`config.mk`:
```
export PLATFORM = sky130hd
export DESIGN_NAME = if_fetch
export DESIGN_NICKNAME = d
export VERILOG_FILES = /design/src/rtl/if_fetch.sv
export SDC_FILE = /design/constraint.sdc
export NUM_CORES = 1
export LEC_CHECK = 0
export ABC_CLOCK_PERIOD_IN_PS = 2200
export BUFFER_PORTS_ARGS = -buffer_cell sky130_fd_sc_hd__buf_4
export CAP_MARGIN = 20
export CORE_MARGIN = 3
export CORE_UTILIZATION = 48
export CTS_CLUSTER_DIAMETER = 40
export DETAILED_ROUTE_END_ITERATION = 6
export GPL_ROUTABILITY_DRIVEN = 0
export HOLD_SLACK_MARGIN = 0.15
export PLACE_DENSITY = 0.8
export RECOVER_POWER = 50
export SLEW_MARGIN = 25
export SYNTH_ARGS = -nofsm -noshare
export SYNTH_HDL_FRONTEND = slang
export SYNTH_SLANG_ARGS = --single-unit
```
`constraint.sdc`:
```
create_clock -name clk -period 2.2 [get_ports clk]
set_input_delay 0.33 -clock clk [delete_from_list [all_inputs] [get_ports clk]]
set_output_delay 0.33 -clock clk [all_outputs]
set_load 0.005 [all_outputs]
```
`src/rtl/if_fetch.sv`:
```
// ---------------------------------------------------------------------------
// if_fetch
//
// Instruction-fetch stage of the in-order RV32I pipeline. One 32-bit
// little-endian instruction is fetched as four byte reads from the shared
// byte-wide memory port. The bytes are assembled and presented to the IF/ID
// register as {if_pc, if_inst} under a valid/stall handshake.
//
// Ports
//   clk      in   1  clock; all state updates on posedge
//   rst      in   1  synchronous reset, active-high
//   br_pc    in  32  redirect target PC from ID/EX
//   br_e     in   1  redirect enable
//   stl_mm   in   1  MEM stage owns the memory port this cycle
//   stl_id   in   1  IF/ID cannot accept this cycle
//   mem_din  in   8  read data byte, returned one cycle after the address
//   mem_a    out 32  byte address (combinational from state)
//   mem_rd   out  1  read request (combinational from state)
//   if_pc    out 32  PC of the presented instruction
//   if_inst  out 32  presented instruction
//   if_v     out  1  if_pc/if_inst valid
//   stl_if   out  1  high whenever no instruction is available
// ---------------------------------------------------------------------------
module if_fetch #(
  parameter logic [31:0] PC_RESET = 32'h0
) (
  input  logic        clk,
  input  logic        rst,
  input  logic [31:0] br_pc,
  input  logic        br_e,
  input  logic        stl_mm,
  input  logic        stl_id,
  input  logic [7:0]  mem_din,
  output logic [31:0] mem_a,
  output logic        mem_rd,
  output logic [31:0] if_pc,
  output logic [31:0] if_inst,
  output logic        if_v,
  output logic        stl_if
);

  // F0..F3 issue byte reads pc+0..pc+3; F4 collects the last byte; H holds
  // the assembled instruction until IF/ID takes it.
  typedef enum logic [2:0] {
    F0 = 3'd0,
    F1 = 3'd1,
    F2 = 3'd2,
    F3 = 3'd3,
    F4 = 3'd4,
    H  = 3'd5
  } state_t;

  state_t      state_q, state_d;
  logic [31:0] pc_q, pc_d;
  logic [7:0]  byte0_q, byte0_d;
  logic [7:0]  byte1_q, byte1_d;
  logic [7:0]  byte2_q, byte2_d;
  logic [31:0] ifPc_q, ifPc_d;
  logic [31:0] ifInst_q, ifInst_d;
  logic        ifValid_q, ifValid_d;

  logic [1:0]  byteOffset;
  logic        issuing;

  // Memory port drive. The address tracks the byte being requested in
  // F0..F3 and parks on pc otherwise. The request is suppressed while the
  // MEM stage owns the port and while reset is held, so a stalled cycle
  // never produces a read whose data could be mistaken for ours.
  always_comb begin
    byteOffset = 2'd0;
    issuing    = 1'b0;
    case (state_q)
      F0:      begin byteOffset = 2'd0; issuing = 1'b1; end
      F1:      begin byteOffset = 2'd1; issuing = 1'b1; end
      F2:      begin byteOffset = 2'd2; issuing = 1'b1; end
      F3:      begin byteOffset = 2'd3; issuing = 1'b1; end
      default: begin byteOffset = 2'd0; issuing = 1'b0; end
    endcase
    mem_a  = pc_q + {30'd0, byteOffset};
    mem_rd = issuing & ~stl_mm & ~rst;
  end

  // Next-state logic. A redirect beats a memory stall, which beats normal
  // progress. A redirect drops both the partial word and any instruction
  // being held, even if IF/ID is stalled. A memory stall throws the fetch
  // back to F0 without touching pc, because the byte arriving next cycle
  // belongs to the MEM stage's access, not ours; in H there is nothing in
  // flight, so the stall is ignored there.
  always_comb begin
    state_d   = state_q;
    pc_d      = pc_q;
    byte0_d   = byte0_q;
    byte1_d   = byte1_q;
    byte2_d   = byte2_q;
    ifPc_d    = ifPc_q;
    ifInst_d  = ifInst_q;
    ifValid_d = ifValid_q;

    if (br_e) begin
      pc_d      = br_pc & 32'hFFFF_FFFE;
      state_d   = F0;
      ifValid_d = 1'b0;
    end else if (stl_mm && (state_q != H)) begin
      state_d = F0;
    end else begin
      case (state_q)
        F0: state_d = F1;
        F1: begin
          byte0_d = mem_din;
          state_d = F2;
        end
        F2: begin
          byte1_d = mem_din;
          state_d = F3;
        end
        F3: begin
          byte2_d = mem_din;
          state_d = F4;
        end
        F4: begin
          ifInst_d  = {mem_din, byte2_q, byte1_q, byte0_q};
          ifPc_d    = pc_q;
          ifValid_d = 1'b1;
          pc_d      = pc_q + 32'd4;
          state_d   = H;
        end
        H: begin
          if (!stl_id) begin
            ifValid_d = 1'b0;
            state_d   = F0;
          end
        end
        default: state_d = F0;
      endcase
    end
  end

  // State and output registers. Reset mid-fetch is indistinguishable from
  // power-on reset.
  always_ff @(posedge clk) begin
    if (rst) begin
      state_q   <= F0;
      pc_q      <= PC_RESET;
      byte0_q   <= 8'd0;
      byte1_q   <= 8'd0;
      byte2_q   <= 8'd0;
      ifPc_q    <= 32'd0;
      ifInst_q  <= 32'd0;
      ifValid_q <= 1'b0;
    end else begin
      state_q   <= state_d;
      pc_q      <= pc_d;
      byte0_q   <= byte0_d;
      byte1_q   <= byte1_d;
      byte2_q   <= byte2_d;
      ifPc_q    <= ifPc_d;
      ifInst_q  <= ifInst_d;
      ifValid_q <= ifValid_d;
    end
  end

  assign if_pc   = ifPc_q;
  assign if_inst = ifInst_q;
  assign if_v    = ifValid_q;
  assign stl_if  = ~ifValid_q;

endmodule

```
Yosys cells after proc, flatten, opt, wreduce, memory -nomap -nowiden --
Cells that the tools add are included.
Word-level totals: bits in registers 124, word-level logic and storage cells 49
Operators by class: add/sub/neg operators 2, equal/unequal tests 8, mux-type cells 9, bitwise operators 7, reduce and logical (&&, ||, !) cells 14
Operators by type and width (count):
- $mux 32 | 3
- $add 32x2->32 | 1
- $add 32x3->32 const B | 1
- $pmux 3 s6 | 1
- $reduce_and 3->1 | 5
- $eq 3x2->1 const B | 2
- $eq 3x3->1 const B | 2
- $pmux 2 s3 | 1
- $not 1->1 | 5
- $ne 2x2->1 const B | 2
- $reduce_and 2->1 | 2
- $reduce_bool 2->1 | 2
- $reduce_or 4->1 | 1
- $eq 3x1->1 const B | 1
- $logic_not 3->1 | 1
- $mux 3 | 1
- $ne 3x3->1 const B | 1
- $reduce_or 3->1 | 1
- $and 1x1->1 | 2
- $mux 1 | 2
- $pmux 1 s2 | 1
- $reduce_or 2->1 | 1
- $logic_and 1x1->1 | 1

Longest topological paths before layout --
depth in word-level cells 5, depth in mapped cells 7, mapped depth without buffers 5

Worst setup path before layout --
Ideal clock, no wire load.
path type register -> output, from reg pc_q[2], to out mem_a[26], arrival time 1.804 ns, data required time 1.870 ns, setup slack 0.066 ns, stages on the path, launching flop included 7, path through dfxtp_1 > ha_1 > nand3_1 > or4_1 > clkbuf_1 > nor3_1 > xor2_1
Between the ends: longest elaborated chain between the ends 1
Ends and longest elaborated chain:
- from (decl) | RTL line 54 | logic [31:0] pc_q, pc_d;
- from (signal assigned) | RTL line 152 | pc_q <= pc_d;
- $add 32x2->32 | RTL line 79 | mem_a = pc_q + {30'd0, byteOffset};
- to (decl) | RTL line 34 | output logic [31:0] mem_a,
Every way passes these cells.

Final worst setup path --
from reg pc_q[17], to out mem_a[26]
Same word-level chain as after synthesis.

==> qor.csv <==
metric;value;unit
outcome;finished, violations left;
violations;negative setup slack;
wl_per_cell;20.0;um
p_per_area;676;mW/mm^2
grt_max_degree;62;
whs;0.179;ns
fin_crit;2.46;ns
final_core_util;74.9;%
synth_fp_nets;759;
reg2regPathDepth;5;
final-setup-viol-count;32;
port_buffers;141;
clockRootBuffer;clkbuf_16;
hpwl;12.3;mm
grt_pass1_vias;6128;
die_w;114;um
remaining_drc_errors;0;
cts_buffers;17;
cp-end-kind;output port;
start_util;50.4;%
worstPathMaxFanout;5;
core;0.0112;sq mm
clock_path_buffers;2;
seq_area_frac_synth;43.3;%
drive_gt1_share;36.0;%
hp-start;br_pc[17];
die_h;114;um
ir_drop;0.000540;V
final_cell_mix;nand2_1 (154), buf_4 (141), dfxtp_1 (99);
place_area;0.00711;sq mm
die-area;0.0131;sq mm
worst_pin_slew;0.667;ns
hold_viol_final;0;
antenna_found_initial;0;
yosys_warnings;0;
design_area;0.00837;sq mm
slew_viol_final;0;
r2r-end;pc_q[21];
netlist_area;0.00563;sq mm
n_antenna_cell;0;
grt_first_pass_wirelength;31.3;mm
relSlewSlack;55.6;%
vias;6492;
postSynthAreaPerCell;7.92;sq um
cp.required;1.87;ns
htreeDepth;4;
grt_overflow;0;
critical_path_class;register to output port;
synthCells;711;
yosys_register_bits;122;
clock_latency;0.42;ns
synthFlopType;dfxtp_1;
min_to;pc_q[17];
rrSetupSlack;-0.11;ns
grt_setup_unrepaired;true;
io_pins;144;
holdPathStages;3;
fin_crit_sh;112;%
synth_edf_count;0;
ant_nets;0;
post-place-ws;-0.00612;ns
fin_nets;949;
row_count;38;
grtUsageTotal;30.6;%
p_leak;3.37;nW
area_growth;48.5;%
firstDrtPassIters;6;
setup.worst_path.start_class;register;
drtIter0Drc;1066;
worstPathArrival;2.13;ns
fmaxAchievable;0.406;GHz
cts.clk_slew.worst_paths;0.06;ns
cts_tree;done;
clock_skew;0.00711;ns
maxCapViolations;0;
clock_sinks;122;
via_per_inst;6.16;
r2r-start;state_q[1];
routed_wl;21.1;mm
total_power;5.66;mW
async_flop_share;0;%
yosys.cell_types.count;48;
hold_path.class;input pin to register;
fin_ws;-0.261;ns
final_common_cell;nand2_1;
## worst max-delay path by stage
stage,start,endpoint,slack (ns),cells after the start
CTS,pc_q[17],mem_a[22],-0.16,6
finish,pc_q[17],mem_a[26],-0.26,5
detailed placement,stl_mm,pc_q[27],-0.006,7
global placement,pc_q[2],mem_a[26],0.03,6
global route,pc_q[14],mem_a[30],-0.31,5
floorplan,pc_q[2],mem_a[26],0.07,6
## report_power, final
group | internal [mW] | total, mW | switching, mW | leakage (nW)
registers | 2.25 | 2.31 | 0.0529 | 1.00
clock network | 1.74 | 2.82 | 1.08 | 0.283
logic | 0.248 | 0.535 | 0.287 | 2.09
## registers in the layout (all words and copies together) (netlist names)
name	count
byte0_q	8
byte1_q	8
byte2_q	8
if_inst	32
if_pc	31
if_v	1
pc_q	31
state_q	3
## metal layers
layer / wire (um) / up-vias / share of wire (%) / global-route usage [%]
met2: 9550 / 556 / 45 / 49.3
li1: - / 2824 / - / -
met1: 7870 / 2956 / 37 / 36.7
met4: 1250 / 0 / 5.9 / 17.1
met5: 0 / - / 0 / 0
met3: 2420 / 156 / 11 / 8.77
## cells by family after synthesis
| kind of cell | synth area share [%] |
|---|---|
| AOI/OAI and AO/OA | 13.2 |
| xor gates and xnor gates | 6.37 |
| adders and majority gates | 0.666 |
| buffers and inverters | 5.44 |
| DFF | 43.3 |
| muxes | 4.44 |
| other | 0.0666 |
| and+or+nand+nor | 26.4 |
## cells in the mapped netlist, types with 14 or more instances
cell type,n,area [sq um]
nor4_1,14,87.6
nand2_1,157,589
nand3_1,16,80.1
nand4_1,22,138
dfxtp_1,122,2440
nor2_1,63,236
buf_2,14,70.1
xnor2_1,27,236
a21oi_1,70,350
mux2i_1,25,250
xor2_1,14,123
clkbuf_1,45,169
## what timing repair did
| item | in CTS | in global routing |
|---|---|---|
| buffers inserted | 22 | 7 |
| gates resized for setup | 96 | 24 |
| hold endpoints to repair | 2 | 0 |
| pin swaps | 31 | 16 |
| endpoints found under the setup margin | 27 | 31 |
| gates cloned | 1 | 0 |
| hold buffers | 2 | 0 |
## stage by stage
stage                     std cells  TNS (ns)
after floorplan                 711         0
after global placement          992         0
after detailed placement        992  -0.00612
after CTS                      1048     -1.47
after global routing           1054     -8.37
final                          1054     -3.01
## critical path, stage by stage, from the launching register on
cell     delay (ns)
dfxtp_4        0.38
nand4_1        0.17
or4_4          0.63
nor3_2         0.15
xor2_1         0.22
buf_4          0.15
## area by class of cell
| class | instances | area [sq um] |
|---|---|---|
| clock buffers | 20 | 457 |
| clock inverters | 12 | 140 |
| fillers | 732 | 2810 |
| inverters | 14 | 52.6 |
| multi-input cells | 513 | 3240 |
| flip-flops and latches | 122 | 2490 |
| well taps | 140 | 175 |
| repair buffers | 233 | 1810 |
Power figures use the tool's default switching activity.
